### src/rtl/ffe_tap_sequencer_if.sv
// Purpose: valid/ready sample path, coefficient write port and status signals of the
//          time-multiplexed FFE tap sequencer.
// Signals:
//   in_valid/in_ready/in_sample       upstream sample handshake
//   coef_wr_en/addr/data, coef_wr_err coefficient bank write port and drop indication
//   out_valid/out_ready/out_data      downstream equalized-sample handshake
//   mux_sel, busy                     tap select and MAC-in-progress status
// Modports: slave = sequencer side, master = source/sink side.
interface ffe_tap_sequencer_if #(
    parameter int unsigned DATA_WIDTH = 12,
    parameter int unsigned COEF_WIDTH = 12
);
    logic                         in_valid;
    logic                         in_ready;
    logic signed [DATA_WIDTH-1:0] in_sample;
    logic                         coef_wr_en;
    logic [1:0]                   coef_wr_addr;
    logic signed [COEF_WIDTH-1:0] coef_wr_data;
    logic                         coef_wr_err;
    logic                         out_valid;
    logic                         out_ready;
    logic signed [DATA_WIDTH-1:0] out_data;
    logic [1:0]                   mux_sel;
    logic                         busy;

    modport slave (
        input  in_valid, in_sample, coef_wr_en, coef_wr_addr, coef_wr_data, out_ready,
        output in_ready, coef_wr_err, out_valid, out_data, mux_sel, busy
    );

    modport master (
        output in_valid, in_sample, coef_wr_en, coef_wr_addr, coef_wr_data, out_ready,
        input  in_ready, coef_wr_err, out_valid, out_data, mux_sel, busy
    );
endinterface

### src/rtl/ffe_tap_sequencer.sv
// Purpose: 4-tap FFE controller; one shared signed MAC is time-multiplexed over a
//          4-entry sample delay line and coefficient bank, one tap per cycle.
// Ports:
//   CLK   rising-edge clock
//   RST   asynchronous active-low reset
//   bus   ffe_tap_sequencer_if.slave (sample in, coef write, result out, status)
// Timing: accept edge -> 4 MAC edges -> out_valid; result held until out_ready.
module ffe_tap_sequencer #(
    parameter int unsigned DATA_WIDTH = 12,
    parameter int unsigned COEF_WIDTH = 12,
    parameter int unsigned FRAC_BITS  = 10,
    parameter int unsigned ACC_WIDTH  = 26
) (
    input  logic                  CLK,
    input  logic                  RST,
    ffe_tap_sequencer_if.slave    bus
);
    localparam int unsigned NUM_TAPS   = 4;
    localparam int unsigned PROD_WIDTH = DATA_WIDTH + COEF_WIDTH;

    localparam logic signed [ACC_WIDTH-1:0] SAT_MAX = ACC_WIDTH'((2 ** (DATA_WIDTH - 1)) - 1);
    localparam logic signed [ACC_WIDTH-1:0] SAT_MIN = ACC_WIDTH'(-(2 ** (DATA_WIDTH - 1)));

    typedef enum logic [1:0] {
        ST_IDLE = 2'd0,
        ST_MAC  = 2'd1,
        ST_DONE = 2'd2
    } state_e;

    state_e                        state_q, state_d;
    logic signed [DATA_WIDTH-1:0]  x_q [NUM_TAPS];
    logic signed [DATA_WIDTH-1:0]  x_d [NUM_TAPS];
    logic signed [COEF_WIDTH-1:0]  c_q [NUM_TAPS];
    logic signed [COEF_WIDTH-1:0]  c_d [NUM_TAPS];
    logic signed [ACC_WIDTH-1:0]   acc_q, acc_d;
    logic signed [DATA_WIDTH-1:0]  out_data_q, out_data_d;
    logic [1:0]                    mux_sel_q, mux_sel_d;
    logic                          out_valid_q, out_valid_d;
    logic                          coef_wr_err_q, coef_wr_err_d;

    logic                          in_ready_c;
    logic signed [PROD_WIDTH-1:0]  prod_c;
    logic signed [ACC_WIDTH-1:0]   acc_sum_c;
    logic signed [ACC_WIDTH-1:0]   shifted_c;
    logic signed [DATA_WIDTH-1:0]  sat_c;

    // Sample acceptance: idle, or draining the held result on this same edge.
    assign in_ready_c = (state_q == ST_IDLE) || ((state_q == ST_DONE) && bus.out_ready);

    // Shared datapath: one tap product, running sum, scaling and clamp.
    always_comb begin
        prod_c    = PROD_WIDTH'(x_q[mux_sel_q]) * PROD_WIDTH'(c_q[mux_sel_q]);
        acc_sum_c = acc_q + ACC_WIDTH'(prod_c);
        shifted_c = acc_sum_c >>> FRAC_BITS;
        if (shifted_c > SAT_MAX) begin
            sat_c = SAT_MAX[DATA_WIDTH-1:0];
        end else if (shifted_c < SAT_MIN) begin
            sat_c = SAT_MIN[DATA_WIDTH-1:0];
        end else begin
            sat_c = shifted_c[DATA_WIDTH-1:0];
        end
    end

    // Next-state and register updates.
    always_comb begin
        state_d       = state_q;
        x_d           = x_q;
        c_d           = c_q;
        acc_d         = acc_q;
        out_data_d    = out_data_q;
        mux_sel_d     = mux_sel_q;
        out_valid_d   = out_valid_q;
        coef_wr_err_d = 1'b0;

        // Coefficient bank only writable while idle; otherwise flag the drop.
        if (bus.coef_wr_en) begin
            if (state_q == ST_IDLE) begin
                c_d[bus.coef_wr_addr] = bus.coef_wr_data;
            end else begin
                coef_wr_err_d = 1'b1;
            end
        end

        unique case (state_q)
            ST_IDLE: ;
            ST_MAC: begin
                acc_d     = acc_sum_c;
                mux_sel_d = mux_sel_q + 2'd1;
                if (mux_sel_q == 2'd3) begin
                    out_data_d  = sat_c;
                    out_valid_d = 1'b1;
                    mux_sel_d   = 2'd0;
                    state_d     = ST_DONE;
                end
            end
            ST_DONE: begin
                if (bus.out_ready) begin
                    out_valid_d = 1'b0;
                    state_d     = ST_IDLE;
                end
            end
            default: state_d = ST_IDLE;
        endcase

        // Accept shifts the FIR history and starts a fresh accumulation.
        if (bus.in_valid && in_ready_c) begin
            x_d[3]    = x_q[2];
            x_d[2]    = x_q[1];
            x_d[1]    = x_q[0];
            x_d[0]    = bus.in_sample;
            acc_d     = '0;
            mux_sel_d = 2'd0;
            state_d   = ST_MAC;
        end
    end

    // State register.
    always_ff @(posedge CLK or negedge RST) begin
        if (!RST) begin
            state_q       <= ST_IDLE;
            for (int i = 0; i < NUM_TAPS; i++) begin
                x_q[i] <= '0;
                c_q[i] <= '0;
            end
            acc_q         <= '0;
            out_data_q    <= '0;
            mux_sel_q     <= 2'd0;
            out_valid_q   <= 1'b0;
            coef_wr_err_q <= 1'b0;
        end else begin
            state_q       <= state_d;
            x_q           <= x_d;
            c_q           <= c_d;
            acc_q         <= acc_d;
            out_data_q    <= out_data_d;
            mux_sel_q     <= mux_sel_d;
            out_valid_q   <= out_valid_d;
            coef_wr_err_q <= coef_wr_err_d;
        end
    end

    assign bus.in_ready    = in_ready_c;
    assign bus.out_valid   = out_valid_q;
    assign bus.out_data    = out_data_q;
    assign bus.mux_sel     = mux_sel_q;
    assign bus.busy        = (state_q == ST_MAC);
    assign bus.coef_wr_err = coef_wr_err_q;
endmodule
### src/flat_wrapper.sv
// flat-port wrapper written by rule: the top's interface ports become plain ports
module ffe_tap_sequencer_flat 
#(
    parameter int unsigned DATA_WIDTH = 12,
    parameter int unsigned COEF_WIDTH = 12,
    parameter int unsigned FRAC_BITS  = 10,
    parameter int unsigned ACC_WIDTH  = 26
)
  (CLK, RST, bus_in_valid, bus_in_sample, bus_coef_wr_en, bus_coef_wr_addr, bus_coef_wr_data, bus_out_ready, bus_in_ready, bus_coef_wr_err, bus_out_valid, bus_out_data, bus_mux_sel, bus_busy);
  ffe_tap_sequencer_if #(.DATA_WIDTH(DATA_WIDTH), .COEF_WIDTH(COEF_WIDTH)) bus_i ();
  input  logic CLK;
  input  logic RST;
  input wire logic [$bits(bus_i.in_valid)-1:0] bus_in_valid;
  input wire logic [$bits(bus_i.in_sample)-1:0] bus_in_sample;
  input wire logic [$bits(bus_i.coef_wr_en)-1:0] bus_coef_wr_en;
  input wire logic [$bits(bus_i.coef_wr_addr)-1:0] bus_coef_wr_addr;
  input wire logic [$bits(bus_i.coef_wr_data)-1:0] bus_coef_wr_data;
  input wire logic [$bits(bus_i.out_ready)-1:0] bus_out_ready;
  output wire logic [$bits(bus_i.in_ready)-1:0] bus_in_ready;
  output wire logic [$bits(bus_i.coef_wr_err)-1:0] bus_coef_wr_err;
  output wire logic [$bits(bus_i.out_valid)-1:0] bus_out_valid;
  output wire logic [$bits(bus_i.out_data)-1:0] bus_out_data;
  output wire logic [$bits(bus_i.mux_sel)-1:0] bus_mux_sel;
  output wire logic [$bits(bus_i.busy)-1:0] bus_busy;
  assign bus_i.in_valid = bus_in_valid;
  assign bus_i.in_sample = bus_in_sample;
  assign bus_i.coef_wr_en = bus_coef_wr_en;
  assign bus_i.coef_wr_addr = bus_coef_wr_addr;
  assign bus_i.coef_wr_data = bus_coef_wr_data;
  assign bus_i.out_ready = bus_out_ready;
  assign bus_in_ready = bus_i.in_ready;
  assign bus_coef_wr_err = bus_i.coef_wr_err;
  assign bus_out_valid = bus_i.out_valid;
  assign bus_out_data = bus_i.out_data;
  assign bus_mux_sel = bus_i.mux_sel;
  assign bus_busy = bus_i.busy;
  ffe_tap_sequencer #(.DATA_WIDTH(DATA_WIDTH), .COEF_WIDTH(COEF_WIDTH), .FRAC_BITS(FRAC_BITS), .ACC_WIDTH(ACC_WIDTH)) u_core (.CLK(CLK), .RST(RST), .bus(bus_i));
endmodule
### config.mk
export PLATFORM = sky130hd
export DESIGN_NAME = ffe_tap_sequencer_flat
export DESIGN_NICKNAME = d
export VERILOG_FILES = /design/src/rtl/ffe_tap_sequencer_if.sv /design/src/rtl/ffe_tap_sequencer.sv /design/src/flat_wrapper.sv
export SDC_FILE = /design/constraint.sdc
export NUM_CORES = 1
export LEC_CHECK = 0
export ABC_CLOCK_PERIOD_IN_PS = 15500
export BUFFER_PORTS_ARGS = -buffer_cell sky130_fd_sc_hd__buf_2
export CAP_MARGIN = 25
export CORE_MARGIN = 4
export CORE_UTILIZATION = 50
export CTS_CLUSTER_DIAMETER = 30
export DETAILED_ROUTE_END_ITERATION = 6
export PLACE_DENSITY = 0.67
export SYNTH_ARGS = -nofsm -noshare
export SYNTH_HDL_FRONTEND = slang
export SYNTH_SLANG_ARGS = --single-unit
### constraint.sdc
create_clock -name CLK -period 15.5 [get_ports CLK]
set_input_delay 1.55 -clock CLK [delete_from_list [all_inputs] [get_ports CLK]]
set_output_delay 1.55 -clock CLK [all_outputs]
set_load 0.03 [all_outputs]
After elaboration in Yosys (flattened, before gate mapping)
Cells that the tools add are included.
{"block": "classes", "n_addsub": 2, "mul": 1, "magnitude_cmp": 5, "eq_ne": 8, "muxes": 25, "n_bitwise": 2, "n_reduce_logical": 11}
{"op": "$mux 12", "count": 7}
{"op": "$mux 26", "count": 2}
{"op": "$bmux 12 s2", "count": 2}
{"op": "$bwmux 48", "count": 1}
{"op": "$add 26x24->26", "count": 1}
{"op": "$demux 12 s2", "count": 1}
{"op": "$mul 12x12->24", "count": 1}
{"op": "$gt 16x12->1 const B", "count": 1}
{"op": "$lt 16x12->1 const B", "count": 1}
{"op": "$mux 2", "count": 6}
{"op": "$ge 3x3->1 const B", "count": 2}
{"op": "$not 2->3", "count": 2}
{"op": "$pmux 2 s3", "count": 1}
{"op": "$reduce_and 3->1", "count": 2}
{"op": "$eq 2x2->1 const B", "count": 2}
{"op": "$mux 1", "count": 4}
{"op": "$ne 2x2->1 const B", "count": 2}
{"op": "$reduce_and 2->1", "count": 2}
{"op": "$reduce_bool 2->1", "count": 2}
{"op": "$logic_and 1x1->1", "count": 3}
{"op": "$lt 3x1->1 const B", "count": 1}
{"op": "$ne 3x1->1 const B", "count": 1}
{"op": "$ne 3x3->1 const B", "count": 1}
{"op": "$add 2x1->2 const B", "count": 1}
{"op": "other kinds (5)", "count": 5}
{"block": "totals", "regBits": 140, "in_bits": 31, "out_inout_bits": 18, "wordCells": 68}

Depth between registers and ports, before layout
{"block": "logic_depth", "word_depth": 9, "mapped_depth": 27, "ltp_nobuf": 23}

Worst setup path before layout
OpenSTA, ideal clock, no wires.
{"block": "synth_path", "kind": "reg2reg", "startpoint": "register u_core.mux_sel_q[0], in the netlist u_core.bus.mux_sel[0]", "endpoint": "register u_core.out_data_q[1], in the netlist u_core.bus.out_data[1]", "setup_ns": 0.127, "arrival_time_ns": 7.651, "t_required_ns": 15.373, "setup_slack_ns": 7.723, "path_stages_with_launch": 25, "path_buffers": 4, "synth_period_minus_slack_ns": 7.777, "cell_sequence": "dfrtp_1 buf_2 buf_1 mux4_2 clkbuf_1 nand2_1 inv_1 fa_1 inv_1 fa_1 inv_1 fa_1 fa_1 fa_1 fa_1 ha_1 a21oi_1 o221ai_1 a221oi_2 o41ai_1 o41ai_1 xor2_1 o32ai_2 buf_6 a221o_2"}
{"block": "synth_between", "elab_chain_len": 9, "elab_cells_between_ends": 15, "classes_between": "1 x add/sub; 1 x mul; 2 x order compare; 1 x eq/ne; 8 x mux; 1 x bitwise; 1 x reduce/logical"}
{"item": "from (decl)", "line_no": "ffe_tap_sequencer.sv:37", "text": "logic [1:0] mux_sel_q, mux_sel_d;"}
{"item": "from (signal assigned)", "line_no": "ffe_tap_sequencer.sv:136", "text": "mux_sel_q <= mux_sel_d;"}
{"item": "$not 2->3 (not written as such)", "line_no": "ffe_tap_sequencer.sv:52", "text": "prod_c = PROD_WIDTH'(x_q[mux_sel_q]) * PROD_WIDTH'(c_q[mux_sel_q]);"}
{"item": "$bmux 12 s2", "line_no": "ffe_tap_sequencer.sv:52"}
{"item": "$mux 12 (not written as such) (2 in series)", "line_no": "ffe_tap_sequencer.sv:52"}
{"item": "$mul 12x12->24", "line_no": "ffe_tap_sequencer.sv:52"}
{"item": "$add 26x24->26", "line_no": "ffe_tap_sequencer.sv:53", "text": "acc_sum_c = acc_q + ACC_WIDTH'(prod_c);"}
{"item": "$lt 16x12->1", "line_no": "ffe_tap_sequencer.sv:57", "text": "end else if (shifted_c < SAT_MIN) begin"}
{"item": "$mux 12", "line_no": "ffe_tap_sequencer.sv:57"}
{"item": "$mux 12", "line_no": "ffe_tap_sequencer.sv:55", "text": "if (shifted_c > SAT_MAX) begin"}
{"item": "to (signal assigned)", "line_no": "ffe_tap_sequencer.sv:135", "text": "out_data_q <= out_data_d;"}
{"item": "to (decl)", "line_no": "ffe_tap_sequencer.sv:36", "text": "logic signed [DATA_WIDTH-1:0] out_data_q, out_data_d;"}
Parallel ways exist; a longest one is shown, timed or not. The select of a mux whose other input is x is not followed.
A chain may end at the register's enable or synchronous reset.

Final worst setup path
{"block": "layout_path", "startpoint": "register u_core.mux_sel_q[0], in the netlist u_core.bus.mux_sel[0]", "endpoint": "register u_core.out_data_q[2], in the netlist u_core.bus.out_data[2]"}
Same word-level chain as after synthesis.

==> results.cfg <==
[outcome]
outcome = finished, final reports clean

[routing]
drc_errors = 0
vias = 7772
drtPass1Iterations = 5
routed_wl_um = 25520
drt-wirelength-per-cell_um = 17.25
ant_nets = 0
drt-initial-drc-count = 420
routed_via_density = 5.255

[timing]
slew_viol_final = 0
fin_crit_ns = 8.040
skew_ns = 0.02005
period_share_pct = 51.87
fmax_mhz = 124.4
tns_ns = 0
worst_slew_pin_slew_ns = 0.9769
slew_headroom_pct = 34.80
grt_setup_unrepaired = no
finalSetupViolations = 0
hold_viol = 0

[clock_network]
clk_pin_slew_ns = 0.07
cts_tree = yes
cts_buffers = 17
cts_num_sinks = 140
cts_setup_buffers = 0
ctsHtreeMaxLevel = 4
cts_resized = 0
cts_hold_buf = 0
clock_latency_ns = 0.44
root_buffer = clkbuf_16
clockBufferDepth = 2

[yosys]
syn_nets = 1392
async_flop_share_pct = 100.0
yosysTopAreaCell = dfrtp_1
synth_area_um2 = 12500
ys_warn_count = 0
yosys_register_bits = 140
ys_seq_area_share_pct = 28.02
ys_top_cells_by_area = dfrtp_1, fa_1, mux2_2, ha_1, inv_1
syn_area_per_cell_um2 = 11.17
synth-main-ff-cell = dfrtp_1
synth_cells = 1119
ys_types = 49
synth_edf_count = 0
synth_top_cell_area_share_pct = 28.02

[job]
drv_cap = 0

[floorplan]
rows = 57
core_area_um2 = 24460
die-area_um2 = 27600
chipHeight_um = 166.1
pin_count = 49
initial_core_util_pct = 51.12
die_x_um = 166.1

[worst_setup_path]
crit_fanout = 29
reg2regPathDepth = 19
required_ns = 15.86
cp-start-kind = flop
end_kind = flop
crit_type = reg2reg
cp.arrival_ns = 8.40

[placement]
place.port_buffers = 48
hpwl_um = 19920
place_congestion = 0.8519

[global_route]
grt_pass1_wl_um = 44750
antenna_found_initial = 0
grt_pass1_vias = 8492
grt_use_total_pct = 20.03
overflow = 0
grt_start_max_net_pins = 65

[final_layout]
area_growth_pct = 8.966
nFillCells = 2044
antenna_cells = 0
final_layout_size_suffix_gt1_share_pct = 20.52
fin_nets = 1415

[min_path]
hold_path_depth = 2
min_path_type = reg2reg
metal layers:
metal	track usage [%]	wire, um	up-vias
li1	-	-	3617
met1	29.78	12160	4005
met2	30.79	11960	126
met3	3.832	1116	24
met4	4.806	281	0
met5	0	0	-
cell type report:
cell class | count | area [um2] | area share (%)
flip-flops and latches | 140 | 3505 | 25.72
clock buffers | 17 | 425.4 | 3.122
repair buffers | 57 | 339.1 | 2.489
well taps | 324 | 405.4 | 2.975
multi-input cells | 730 | 8066 | 59.20
inverters | 196 | 735.7 | 5.399
clock inverters | 15 | 148.9 | 1.093
state kept, by name, indices dropped and copies added, names as in the netlist:
name,cells
u_core.bus.mux_sel,2
u_core.bus.coef_wr_err,1
u_core.x_q,48
u_core.c_q,48
u_core.state_q,2
u_core.bus.out_valid,1
u_core.bus.out_data,12
u_core.acc_q,26
per-stage QoR:
stage | hold WS, ns | cells | worst slack (ns) | area [um2] | util [%]
floorplan | 0.4666 | 1119 | 7.723 | 12500 | -
global placement | 0.4818 | 1443 | 7.320 | 13000 | 53.13
detailed placement | 0.4842 | 1446 | 7.410 | 13040 | 53.31
CTS | 0.5033 | 1478 | 7.380 | 13610 | 55.65
global route | 0.5172 | 1479 | 6.949 | 13630 | 55.70
finish | 0.5017 | 1479 | 7.460 | 13630 | 55.70
cells in the mapped netlist (2+ instances only):
cell,n
inv_1,196
fa_1,171
dfrtp_1,140
nand2_1,109
mux2_2,98
ha_1,71
and2_1,67
clkbuf_1,38
nor2_1,26
nand3_1,24
o21ai_0,24
mux4_2,23
xnor2_1,22
a21oi_1,21
a221o_2,11
buf_1,10
xor2_1,7
a21o_1,6
nor3_1,5
o21bai_1,5
a22o_1,4
buf_2,4
o41ai_1,3
or2_2,3
a211oi_2,2
nand2b_1,2
nand4_1,2
nor2b_1,2
o21a_1,2
or3_1,2
cells by family (layout without fill, tap and decap cells):
family	Yosys count	in the layout	share of synthesized area, %
XOR/XNOR	30	30	2.161
buffers and inverters	249	285	7.575
AND/OR/NAND/NOR	246	246	9.336
flip-flops	140	140	28.02
AO/OA/AOI/OAI	90	90	5.383
multiplexers	122	122	13.05
adder cells (fa/ha/maj)	242	242	34.48
worst max-delay path, cell delays in order, from the launching register on:
cell and delay [ns]:
dfrtp_2 0.95, mux4_2 0.75, and2_1 0.22, inv_1 0.08, fa_1 0.70, fa_1 0.60
inv_1 0.06, fa_1 0.50, fa_1 0.59, fa_1 0.42, ha_1 0.29, ha_1 0.35
a211oi_2 0.24, o21bai_1 0.12, or2_2 0.32, o41ai_2 0.39, xnor2_1 0.15, or3_1 0.35
o32ai_2 0.60, a221o_2 0.28
cell usage in the layout, fill, tap and decap left out, types with 2 or more instances in the layout:
cell type and count:
a211oi_2 2, a21o_1 6, a21oi_1 21, a221o_2 11, a22o_1 4, and2_1 67
buf_2 48, buf_4 5, buf_6 3, clkbuf_16 17, clkinv_2 2, clkinv_4 2
clkinv_8 2, dfrtp_1 139, fa_1 171, ha_1 71, inv_1 196, inv_6 5
inv_8 4, mux2_2 98, mux4_2 23, nand2_1 108, nand2b_1 2, nand3_1 24
nand4_1 2, nor2_1 26, nor2b_1 2, nor3_1 4, o21a_1 2, o21ai_0 24
o21bai_1 5, o41ai_1 3, or2_2 3, or3_1 2, xnor2_1 22, xor2_1 7
path summary, 6_finish.rpt:
path | from | endpoint | slack (ns)
worst min register to register | u_core.acc_q[5]$_DFFE_PN0P_ | u_core.acc_q[5]$_DFFE_PN0P_ | 0.50
worst max register to register | u_core.bus.mux_sel[0]$_DFFE_PN0P_ | u_core.bus.out_data[2]$_DFFE_PN0P_ | 7.46
min in group asynchronous | RST | u_core.c_q[21]$_DFFE_PN0P_ | 1.06
worst max-delay path | u_core.bus.mux_sel[0]$_DFFE_PN0P_ | u_core.bus.out_data[2]$_DFFE_PN0P_ | 7.46
max in group asynchronous | RST | u_core.bus.mux_sel[0]$_DFFE_PN0P_ | 13.35
worst min-delay path | u_core.acc_q[5]$_DFFE_PN0P_ | u_core.acc_q[5]$_DFFE_PN0P_ | 0.50
Power is not shown: default switching activity piles up to over one toggle a cycle in this logic, so the estimate is an artifact.
